$ cat src/rtl/x_mod_53_seq.sv
// Sequential residue unit: reduces an XW-bit operand modulo MOD.
// One 6-bit Horner digit is consumed per clock, MSB digit first.
module x_mod_53_seq #(
  parameter int unsigned XW  = 200,
  parameter int unsigned MOD = 53
) (
  input  logic          clk,
  input  logic          rst_n,
  input  logic          in_valid,
  output logic          in_ready,
  input  logic [XW-1:0] X,
  output logic          out_valid,
  input  logic          out_ready,
  output logic [5:0]    R,
  output logic          busy
);

  localparam int unsigned NDIG = (XW + 5) / 6;
  localparam int unsigned EW   = 6 * NDIG;
  localparam int unsigned CW   = (NDIG > 1) ? $clog2(NDIG) : 1;
  localparam logic [11:0] K    = 12'(64 % MOD);

  typedef enum logic [1:0] {StIdle, StBusy, StDone} state_e;

  state_e          state_q, state_d;
  logic [5:0]      acc_q, acc_d;
  logic [CW-1:0]   cnt_q, cnt_d;
  logic [EW-1:0]   op_q, op_d;
  logic [5:0]      r_q, r_d;

  logic [EW-1:0]   ext;
  logic [11:0]     f;
  logic [6:0]      s0, s1, s2;
  logic [5:0]      acc_new;

  // Replace the upper bits by their weight mod MOD: hi*64 + lo == hi*K + lo.
  function automatic logic [11:0] fold(input logic [11:0] v);
    return v[11:6] * K + {6'd0, v[5:0]};
  endfunction

  always_comb begin
    ext          = '0;
    ext[XW-1:0]  = X;
  end

  // Five folds bring any step value below 95 (< 3*MOD); two subtracts finish it.
  always_comb begin
    f = {6'd0, acc_q} * K + {6'd0, op_q[EW-1 -: 6]};
    for (int i = 0; i < 5; i++) begin
      f = fold(f);
    end
    s0      = 7'(f);
    s1      = (s0 >= 7'(MOD)) ? s0 - 7'(MOD) : s0;
    s2      = (s1 >= 7'(MOD)) ? s1 - 7'(MOD) : s1;
    acc_new = 6'(s2);
  end

  always_comb begin
    state_d = state_q;
    acc_d   = acc_q;
    cnt_d   = cnt_q;
    op_d    = op_q;
    r_d     = r_q;
    case (state_q)
      StIdle: begin
        if (in_valid) begin
          op_d    = ext;
          acc_d   = '0;
          cnt_d   = CW'(NDIG - 1);
          state_d = StBusy;
        end
      end
      StBusy: begin
        acc_d = acc_new;
        op_d  = op_q << 6;
        cnt_d = cnt_q - CW'(1);
        if (cnt_q == '0) begin
          r_d     = acc_new;
          state_d = StDone;
        end
      end
      StDone: begin
        if (out_ready) state_d = StIdle;
      end
      default: state_d = StIdle;
    endcase
  end

  always_ff @(posedge clk or negedge rst_n) begin
    if (!rst_n) begin
      state_q <= StIdle;
      acc_q   <= '0;
      cnt_q   <= '0;
      op_q    <= '0;
      r_q     <= '0;
    end else begin
      state_q <= state_d;
      acc_q   <= acc_d;
      cnt_q   <= cnt_d;
      op_q    <= op_d;
      r_q     <= r_d;
    end
  end

  assign in_ready  = (state_q == StIdle);
  assign out_valid = (state_q == StDone);
  assign busy      = (state_q == StBusy) || (state_q == StDone);
  assign R         = r_q;

endmodule

$ cat config.mk
export PLATFORM = sky130hd
export DESIGN_NAME = x_mod_53_seq
export DESIGN_NICKNAME = d
export VERILOG_FILES = /design/src/rtl/x_mod_53_seq.sv
export SDC_FILE = /design/constraint.sdc
export NUM_CORES = 1
export LEC_CHECK = 0
export BUFFER_PORTS_ARGS = -buffer_cell sky130_fd_sc_hd__buf_4
export CAP_MARGIN = 15
export CORE_UTILIZATION = 40
export CTS_CLUSTER_DIAMETER = 50
export DETAILED_ROUTE_END_ITERATION = 8
export HOLD_SLACK_MARGIN = 0.02
export SETUP_SLACK_MARGIN = 0.5
export SLEW_MARGIN = 0
export SYNTH_ARGS = -nofsm -noshare
export SYNTH_HDL_FRONTEND = slang
export SYNTH_SLANG_ARGS = --single-unit
$ cat constraint.sdc
create_clock -name clk -period 26.5 [get_ports clk]
set_input_delay 1.325 -clock clk [delete_from_list [all_inputs] [get_ports clk]]
set_output_delay 1.325 -clock clk [all_outputs]
set_load 0.01 [all_outputs]
==> flow_summary.json, run 1 <==
{
  "cpPeakStageDelay_ns": 0.59,
  "ant_nets": 0,
  "root_buffer": "clkbuf_16",
  "die_y_um": 183,
  "syn_avg_cell_area_um2": 9.74,
  "rows": 65,
  "synth_cell_type_count": 66,
  "dp_hpwl_mm": 22.5,
  "layout.nets": 1817,
  "gp_congestion": 0.886,
  "finalCritPeriodShare": 0.585,
  "cts_resized": 0,
  "synthMuxAreaShare": 0.0738,
  "status": "finished, final reports clean",
  "synth-compound-area-share": 0.243,
  "fillers": 3022,
  "netlist_instances": 1345,
  "ys_warn_count": 0,
  "cts_inserted_buffers": 31,
  "grt_pass1_vias": 10637,
  "crit_type": "reg2reg",
  "io_pins": 213,
  "fmax_mhz": 64.5,
  "design_area_um2": 16000,
  "syn-num-nets": 1658,
  "grt_max_degree": 107,
  "syn_to_final_growth_pct": 22.5,
  "maxCapViolations": 0,
  "wl_per_cell_um": 16.9,
  "worst_setup_path_start_kind": "register",
  "min_period_ns": 15.51,
  "reg2reg_slack_ns": 10.99,
  "synth_edf_count": 0,
  "antenna_found_initial": 0,
  "synthTopCellsByArea": "dfrtp_1 43%, o22ai_1 10%, ha_1 8.2%",
  "synthAdderAreaFrac": 0.117,
  "viasPerCell": 5.44,
  "tightest_slew_ns": 1.20,
  "initial_utilization": 0.411,
  "crit_required_ns": 26.93,
  "antennaDiodeCount": 0,
  "rsz0062_at_grt": "false",
  "post_cts_buffers": 0,
  "cts_tree": "done",
  "synth_top_family_by_area": "compound AO/OA/AOI/OAI gates",
  "syn_area_um2": 13100,
  "hp-class": "reg2reg",
  "yosys_most_used_dff": "dfrtp_1",
  "cts.clk_slew.worst_paths_ns": 0.06,
  "port_buffers": 212,
  "drive_gt1_frac": 0.200,
  "crit_arrival_ns": 15.94,
  "synth-simple-area-share": 0.0545,
  "fp.coreArea_um2": 31900,
  "slowest_stage": "fa_1",
  "cts_hold_buf": 0,
  "wl_mm": 33.3,
  "synth_xor_area_frac": 0.0273,
  "cp_num_buf_inv": 15,
  "hold_violations": 0,
  "routed-via-count": 10674,
  "slew_violations": 0,
  "ys_async_sr_fraction": 1.00,
  "clock_latency_ns": 0.56,
  "drc": 0,
  "gr-total-overflow": 0,
  "setup_viol": 0,
  "htreeDepth": 1,
  "ys_ff_latch": 224,
  "path_max_fanout": 6,
  "synth.top_cell.area_share": 0.428,
  "yosys.area.top_type": "dfrtp_1",
  "initialDrtViolationCount": 673,
  "dieArea_um2": 33500,
  "grt_pass1_wl_mm": 53.8,
  "dr.pass1.iters": 5,
  "skew_ns": 0.0176,
  "clock_sinks": 224,
  "die_w_um": 183,
  "relSlewSlack": 0.202,
  "grt_usage": 0.194,
  "cp-end-kind": "register",
  "setup_tns_ns": 0,
  "crit_family": "adder cells",
  "post_dp_cell_area_um2": 15000,
  "clk_path_buf_depth": 3,
  "synth-seq-area-share": 0.428
}
cell usage after synthesis, types with 3 or more instances:
library cell / count
o22a_1: 3
buf_1: 19
o21a_1: 3
a21o_1: 7
dfrtp_1: 224
mux2i_1: 92
xor2_1: 13
a22o_1: 11
nor2b_1: 4
o22ai_1: 213
a21oi_1: 134
nand2_1: 104
clkbuf_1: 72
inv_1: 95
fa_1: 23
nor4_1: 3
o211a_1: 4
a211oi_1: 5
nor3_1: 4
ha_1: 86
o21ai_0: 110
mux2_2: 4
and2_1: 5
o21bai_1: 8
nor2_1: 18
nand2b_1: 7
xnor2_1: 26
cells in the final DEF, fill, tap and decap left out, types with 5 or more instances in the layout:
cell type    n
a21oi_1    134
inv_1       95
dfrtp_1    224
buf_4      220
ha_1        84
nor2_1      18
nand2_1    102
o21ai_0    110
a22o_1      11
mux2i_1     92
o21bai_1     8
clkinv_2     6
a211oi_1     5
xnor2_1     26
fa_1        23
o22ai_1    213
nand2b_1     6
clkbuf_16   31
and2_1       5
xor2_1      13
a21o_1       7
registers in the layout, summed over array words and instances (netlist names):
signal,count
op_q,204
R,6
acc_q,6
cnt_q,6
state_q,2
kinds of logic after synthesis:
kind of cell	after synthesis
compound gates	527
flops	224
buf+inv	192
simple gates	157
fa+ha+maj	109
mux	96
xor+xnor	40
cell type report:
type	instances	area [µm²]	area share
timing repair buffer	221	1670	0.104
multi-input combinational	929	6810	0.425
clock inverter	18	203	0.0126
sequential	224	5610	0.349
clock buffer	39	846	0.0527
tap	435	544	0.0339
inverter	97	365	0.0228
path summary, 6_finish.rpt:
path,startpoint,endpoint,cells after the start
worst max-delay path,acc_q[1],R[1],68
worst min-delay path,op_q[125],op_q[125],2
worst max register to register,acc_q[1],R[1],68
worst min register to register,op_q[125],op_q[125],2
max in group asynchronous,rst_n,op_q[177],3
min in group asynchronous,rst_n,op_q[83],1
worst reg2reg max path: cells and delay by family (launching register included):
family,cells,cell delay [ns]
AO/OA/AOI/OAI,22,4.20
XOR/XNOR,3,0.63
adder cells (fa/ha/maj),21,7.36
buffers and inverters,15,0.95
flip-flops,1,0.42
multiplexers,2,0.59
AND/OR/NAND/NOR,5,1.25
metrics by stage:
step / util / hold slack, ns / setup slack [ns] / std cells
detailed placement: 0.470 / 0.470 / 11.03 / 1906
floorplan: - / 0.450 / 12.21 / 1345
CTS: 0.503 / 0.483 / 10.97 / 1963
finish: 0.503 / 0.477 / 10.99 / 1963
global placement: 0.470 / 0.460 / 11.50 / 1906
global route: 0.503 / 0.496 / 9.89 / 1963
metal layers:
| layer | track usage | vias to the layer above | wire length (µm) |
|---|---|---|---|
| li1 | - | 5250 | - |
| met1 | 0.257 | 5119 | 14700 |
| met2 | 0.308 | 248 | 15200 |
| met3 | 0.0556 | 57 | 2390 |
| met4 | 0.0590 | 0 | 971 |
| met5 | 0 | - | 0 |
Power of run 1 is left out: the tool's default activity adds up to more than one toggle a clock period on the data nets, which glitch-free logic cannot reach.
==> inputs of run 2 (changes only) <==
==> constraint.sdc (replaced) <==
create_clock -name clk -period 13.87 [get_ports clk]
set_input_delay 0.6935 -clock clk [delete_from_list [all_inputs] [get_ports clk]]
set_output_delay 0.6935 -clock clk [all_outputs]
set_load 0.01 [all_outputs]
==> run 2 against run 1 <==
  * Register-to-register slack worse by 11 ns
  * Design area is 7.4% higher
  * Clock-buffer cell count is 3 lower
  * Clock skew is 0.0072 ns higher
==> flow_summary.json, run 2 (synthesized netlist as in run 1, its figures left out) <==
{
  "hold_violations": 0,
  "reg2reg_slack_ns": 0.26,
  "relSlewSlack": 0.193,
  "fmax_mhz": 73.5,
  "reg2reg_from": "acc_q[3]",
  "design_area_um2": 17200,
  "grt_usage": 0.204,
  "met2_usage": 0.328,
  "hp-class": "in2async",
  "drc": 0,
  "setup_slack_ns": 0.258,
  "fin_worst_hold_slack_ns": 0.120,
  "grt_util_met3": 0.0576,
  "gr-usage-met1": 0.270,
  "post_dp_cell_area_um2": 15300,
  "setup_tns_ns": 0,
  "ant_nets": 0,
  "grt_max_degree": 107,
  "cp-end-kind": "register",
  "cts_inserted_buffers": 28,
  "crit_type": "reg2reg",
  "htreeDepth": 1,
  "grt_pass1_wl_mm": 56.5,
  "slew_violations": 0,
  "cts_tree": "done",
  "largest_register": "op_q",
  "syn_to_final_growth_pct": 31.6,
  "clock_sinks": 224,
  "routed-via-count": 10998,
  "crit_required_ns": 14.28,
  "rows": 65,
  "dp_hpwl_mm": 22.5,
  "antennaDiodeCount": 0,
  "gp_congestion": 0.860,
  "fp.coreArea_um2": 31900,
  "grt.busiest_layer": "met2",
  "maxCapViolations": 0,
  "status": "finished, final reports clean",
  "largest_register_ffs": 204,
  "dieArea_um2": 33500,
  "pre_cts_ws_ns": -0.313,
  "clk_path_buf_depth": 3,
  "die_w_um": 183,
  "mostFrequentLayoutCells": "295 x buf_4, 224 x dfrtp_1, 211 x o22ai_1",
  "skew_ns": 0.0248,
  "drive_gt1_frac": 0.292,
  "wl_mm": 35.1,
  "path_max_fanout": 4,
  "dr.pass1.iters": 5,
  "gr-total-overflow": 0,
  "min_period_ns": 13.61,
  "finalCritPeriodShare": 0.981,
  "clock_latency_ns": 0.55,
  "worst_setup_path_start_kind": "register",
  "grt_pass1_vias": 11224,
  "die_y_um": 183,
  "layout.nets": 1895,
  "initial_utilization": 0.411,
  "wl_per_cell_um": 17.2,
  "viasPerCell": 5.40,
  "root_buffer": "clkbuf_16",
  "antenna_found_initial": 0,
  "cts.clk_slew.worst_paths_ns": 0.06,
  "final_common_cell": "buf_4",
  "rsz0062_at_grt": "true",
  "port_buffers": 212,
  "rr_worst_depth": 72,
  "tightest_slew_ns": 1.21,
  "slowest_stage": "fa_1",
  "setup_viol": 0,
  "cpPeakStageDelay_ns": 0.58,
  "crit_arrival_ns": 14.02,
  "worstReg2RegEnd": "R[1]",
  "initialDrtViolationCount": 631,
  "io_pins": 213
}
run 2: what timing repair did:
action                                  in CTS  in global routing
hold buffers                                 0                  0
endpoints found under the setup margin      12                 12
gates resized for setup                     31                 75
setup buffers                               48                 19
pin swaps                                   43                 63
run 2: worst max-delay path: cells and delay by family, from the launching register on:
kind	cells	cell delay, ns
XOR/XNOR	3	0.46
AND/OR/NAND/NOR	3	0.52
AO/OA/AOI/OAI	22	3.30
buffers and inverters	23	1.63
multiplexers	2	0.56
adder cells (fa/ha/maj)	19	6.62
flip-flops	1	0.39
run 2: layout make-up:
| cell class | instances | area, µm² |
|---|---|---|
| fill | 2929 | 14600 |
| multi-input combinational | 929 | 7480 |
| sequential | 224 | 5610 |
| timing repair buffer | 302 | 2310 |
| clock buffer | 36 | 731 |
| tap | 435 | 544 |
| inverter | 97 | 373 |
| clock inverter | 15 | 198 |
run 2: layer usage:
metal | part of all wire | up-vias
met5 | 0 | -
met4 | 0.024 | 0
met3 | 0.066 | 44
met2 | 0.47 | 247
met1 | 0.44 | 5306
li1 | - | 5401
run 2: worst max path at each step:
| stage | start | end | slack (ns) |
|---|---|---|---|
| 2_1_floorplan | acc_q[0] | R[1] | 0.51 |
| 3_3_place_gp | acc_q[2] | R[1] | 0.08 |
| 3_5_place_dp | acc_q[2] | R[1] | -0.31 |
| 4_1_cts | acc_q[3] | R[1] | 0.32 |
| 5_1_grt | acc_q[1] | R[1] | -0.36 |
| 6_report | acc_q[3] | R[1] | 0.26 |
run 2: metrics by stage:
stage,util,instances
floorplan,-,1345
global placement,0.479,1920
detailed placement,0.479,1920
CTS,0.523,2019
global route,0.541,2038
finish,0.541,2038
Power of run 2 is left out for the same reason.
==> inputs of run 3 (changes only) <==
--- a/config.mk
+++ b/config.mk
@@ -5,11 +5,11 @@
 export SDC_FILE = /design/constraint.sdc
 export NUM_CORES = 1
 export LEC_CHECK = 0
-export BUFFER_PORTS_ARGS = -buffer_cell sky130_fd_sc_hd__buf_4
 export CAP_MARGIN = 15
 export CORE_UTILIZATION = 40
 export CTS_CLUSTER_DIAMETER = 50
 export DETAILED_ROUTE_END_ITERATION = 8
+export DONT_BUFFER_PORTS = 1
 export HOLD_SLACK_MARGIN = 0.02
 export SETUP_SLACK_MARGIN = 0.5
 export SLEW_MARGIN = 0
==> run 3 against run 2 <==
  * Clock skew is essentially flat
  * Hold slack gained 0.10 ns
  * Final cell count is 12% lower
  * Via count fell by 7.6%
  * Clock-buffer cell count up 4
  * Worst setup slack lost 0.059 ns
  * Sequential share of layout area increased by 3.9 points
  * Core utilization is 5.7 points lower
  * Register-to-register slack got worse by 0.06 ns
  * Critical path depth down 6
  * Critical endpoint unchanged
  * Largest cell class unchanged
  * Highest routed layer unchanged
==> flow_summary.json, run 3 (synthesized netlist as in run 1, its figures left out) <==
{
  "clock_latency_ns": 0.56,
  "crit_path_frequent_cell": "a21oi_2",
  "rows": 65,
  "path_max_fanout": 6,
  "viasPerCell": 5.66,
  "design_area_um2": 15400,
  "fmax_mhz": 73.1,
  "dp_hpwl_mm": 21.7,
  "multi_input_area_um2": 7430,
  "tightest_slew_ns": 1.18,
  "largest_register_ffs": 204,
  "cts_tree": "done",
  "fp.coreArea_um2": 31900,
  "final_common_cell": "dfrtp_1",
  "wl_mm": 33.7,
  "status": "finished, final reports clean",
  "rsz0062_at_grt": "true",
  "crit_required_ns": 14.31,
  "fillers": 3003,
  "slew_violations": 0,
  "finalCritPeriodShare": 0.986,
  "drc": 0,
  "gp_congestion": 0.838,
  "finish.utilization": 0.483,
  "regArea_um2": 5610,
  "layout.nets": 1654,
  "ant_nets": 0,
  "gr-total-overflow": 0,
  "clk_path_buf_depth": 3,
  "root_buffer": "clkbuf_16",
  "drive_gt1_frac": 0.169,
  "clock_sinks": 224,
  "die_w_um": 183,
  "grt_pass1_wl_mm": 53.5,
  "port_buffers": 0,
  "skew_ns": 0.0246,
  "htreeDepth": 1,
  "initialDrtViolationCount": 691,
  "post_dp_cell_area_um2": 13600,
  "cpPeakStageDelay_ns": 0.60,
  "maxCapViolations": 0,
  "grt_usage": 0.194,
  "antenna_found_initial": 0,
  "worst_setup_path_start_kind": "register",
  "setup_viol": 0,
  "cts_inserted_buffers": 29,
  "largest_register": "op_q",
  "setup_tns_ns": 0,
  "crit_type": "reg2reg",
  "hp-class": "in2async",
  "grt_max_degree": 225,
  "slowest_stage": "fa_1",
  "initial_utilization": 0.411,
  "grt_pass1_vias": 10300,
  "die_y_um": 183,
  "min_period_ns": 13.67,
  "hold_violations": 0,
  "routed-via-count": 10167,
  "dieArea_um2": 33500,
  "crit_arrival_ns": 14.11,
  "cp-end-kind": "register",
  "mostFrequentLayoutCells": "224 x dfrtp_1, 211 x o22ai_1, 115 x a21oi_1",
  "antennaDiodeCount": 0,
  "io_pins": 213,
  "syn_to_final_growth_pct": 17.6,
  "cts.clk_slew.worst_paths_ns": 0.06,
  "dr.pass1.iters": 4,
  "wl_per_cell_um": 18.8,
  "relSlewSlack": 0.215
}
run 3: cell types whose count changed in the layout (fill, tap and decap cells not counted), sizes merged:
cell and change:
buf -242, clkinv -6, clkbuf +4, bufinv -3
inv +3, clkinvlp +1
run 3: layout make-up:
type | instances | area share
multi-input combinational | 929 | 0.483
sequential | 224 | 0.364
clock buffer | 40 | 0.0550
tap | 435 | 0.0353
timing repair buffer | 60 | 0.0313
inverter | 97 | 0.0242
clock inverter | 10 | 0.00764
run 3: through the flow:
| stage | setup slack (ns) | hold slack, ns | instances |
|---|---|---|---|
| after floorplan | 0.511 | 0.398 | 1345 |
| after global placement | 0.0594 | 0.409 | 1706 |
| after detailed placement | -0.276 | 0.407 | 1706 |
| after CTS | 0.411 | 0.243 | 1786 |
| after global routing | -0.433 | 0.253 | 1795 |
| final | 0.199 | 0.222 | 1795 |
run 3: final timing paths:
path / startpoint / depth (start not counted) / slack, ns / end
min in group clk: X[2] / 1 / 0.27 / op_q[2]
hold / removal: rst_n / 1 / 0.22 / op_q[83]
setup reg to reg: acc_q[1] / 66 / 0.20 / R[1]
hold reg to reg: op_q[110] / 2 / 0.48 / op_q[110]
max in group asynchronous: rst_n / 1 / 12.79 / op_q[192]
setup / recovery: acc_q[1] / 66 / 0.20 / R[1]
run 3: what timing repair did:
| item | 4_1_cts | 5_1_grt |
|---|---|---|
| gates resized for setup | 34 | 66 |
| pin swaps | 33 | 68 |
| endpoints found under the hold margin | 224 | 0 |
| setup endpoints to repair | 12 | 12 |
| setup buffers | 29 | 9 |
| hold buffers | 1 | 0 |
| gates cloned | 0 | 0 |
run 3: routing by layer:
layer | routed length (µm) | global-route usage | up-vias | part of all wire
li1 | - | - | 4920 | -
met1 | 14100 | 0.246 | 4989 | 0.42
met2 | 16300 | 0.320 | 213 | 0.48
met3 | 2680 | 0.0657 | 45 | 0.079
met4 | 616 | 0.0420 | 0 | 0.018
met5 | 0 | 0 | - | 0
run 3: critical path: cells and delay by family (launching register included):
| kind | cells | cell delay (ns) |
|---|---|---|
| xor+xnor | 3 | 0.47 |
| fa+ha+maj | 18 | 6.51 |
| buf+inv | 13 | 0.64 |
| simple gates | 4 | 0.57 |
| compound gates | 26 | 4.39 |
| flops | 1 | 0.40 |
| mux | 2 | 0.56 |
Power of run 3 is left out for the same reason.
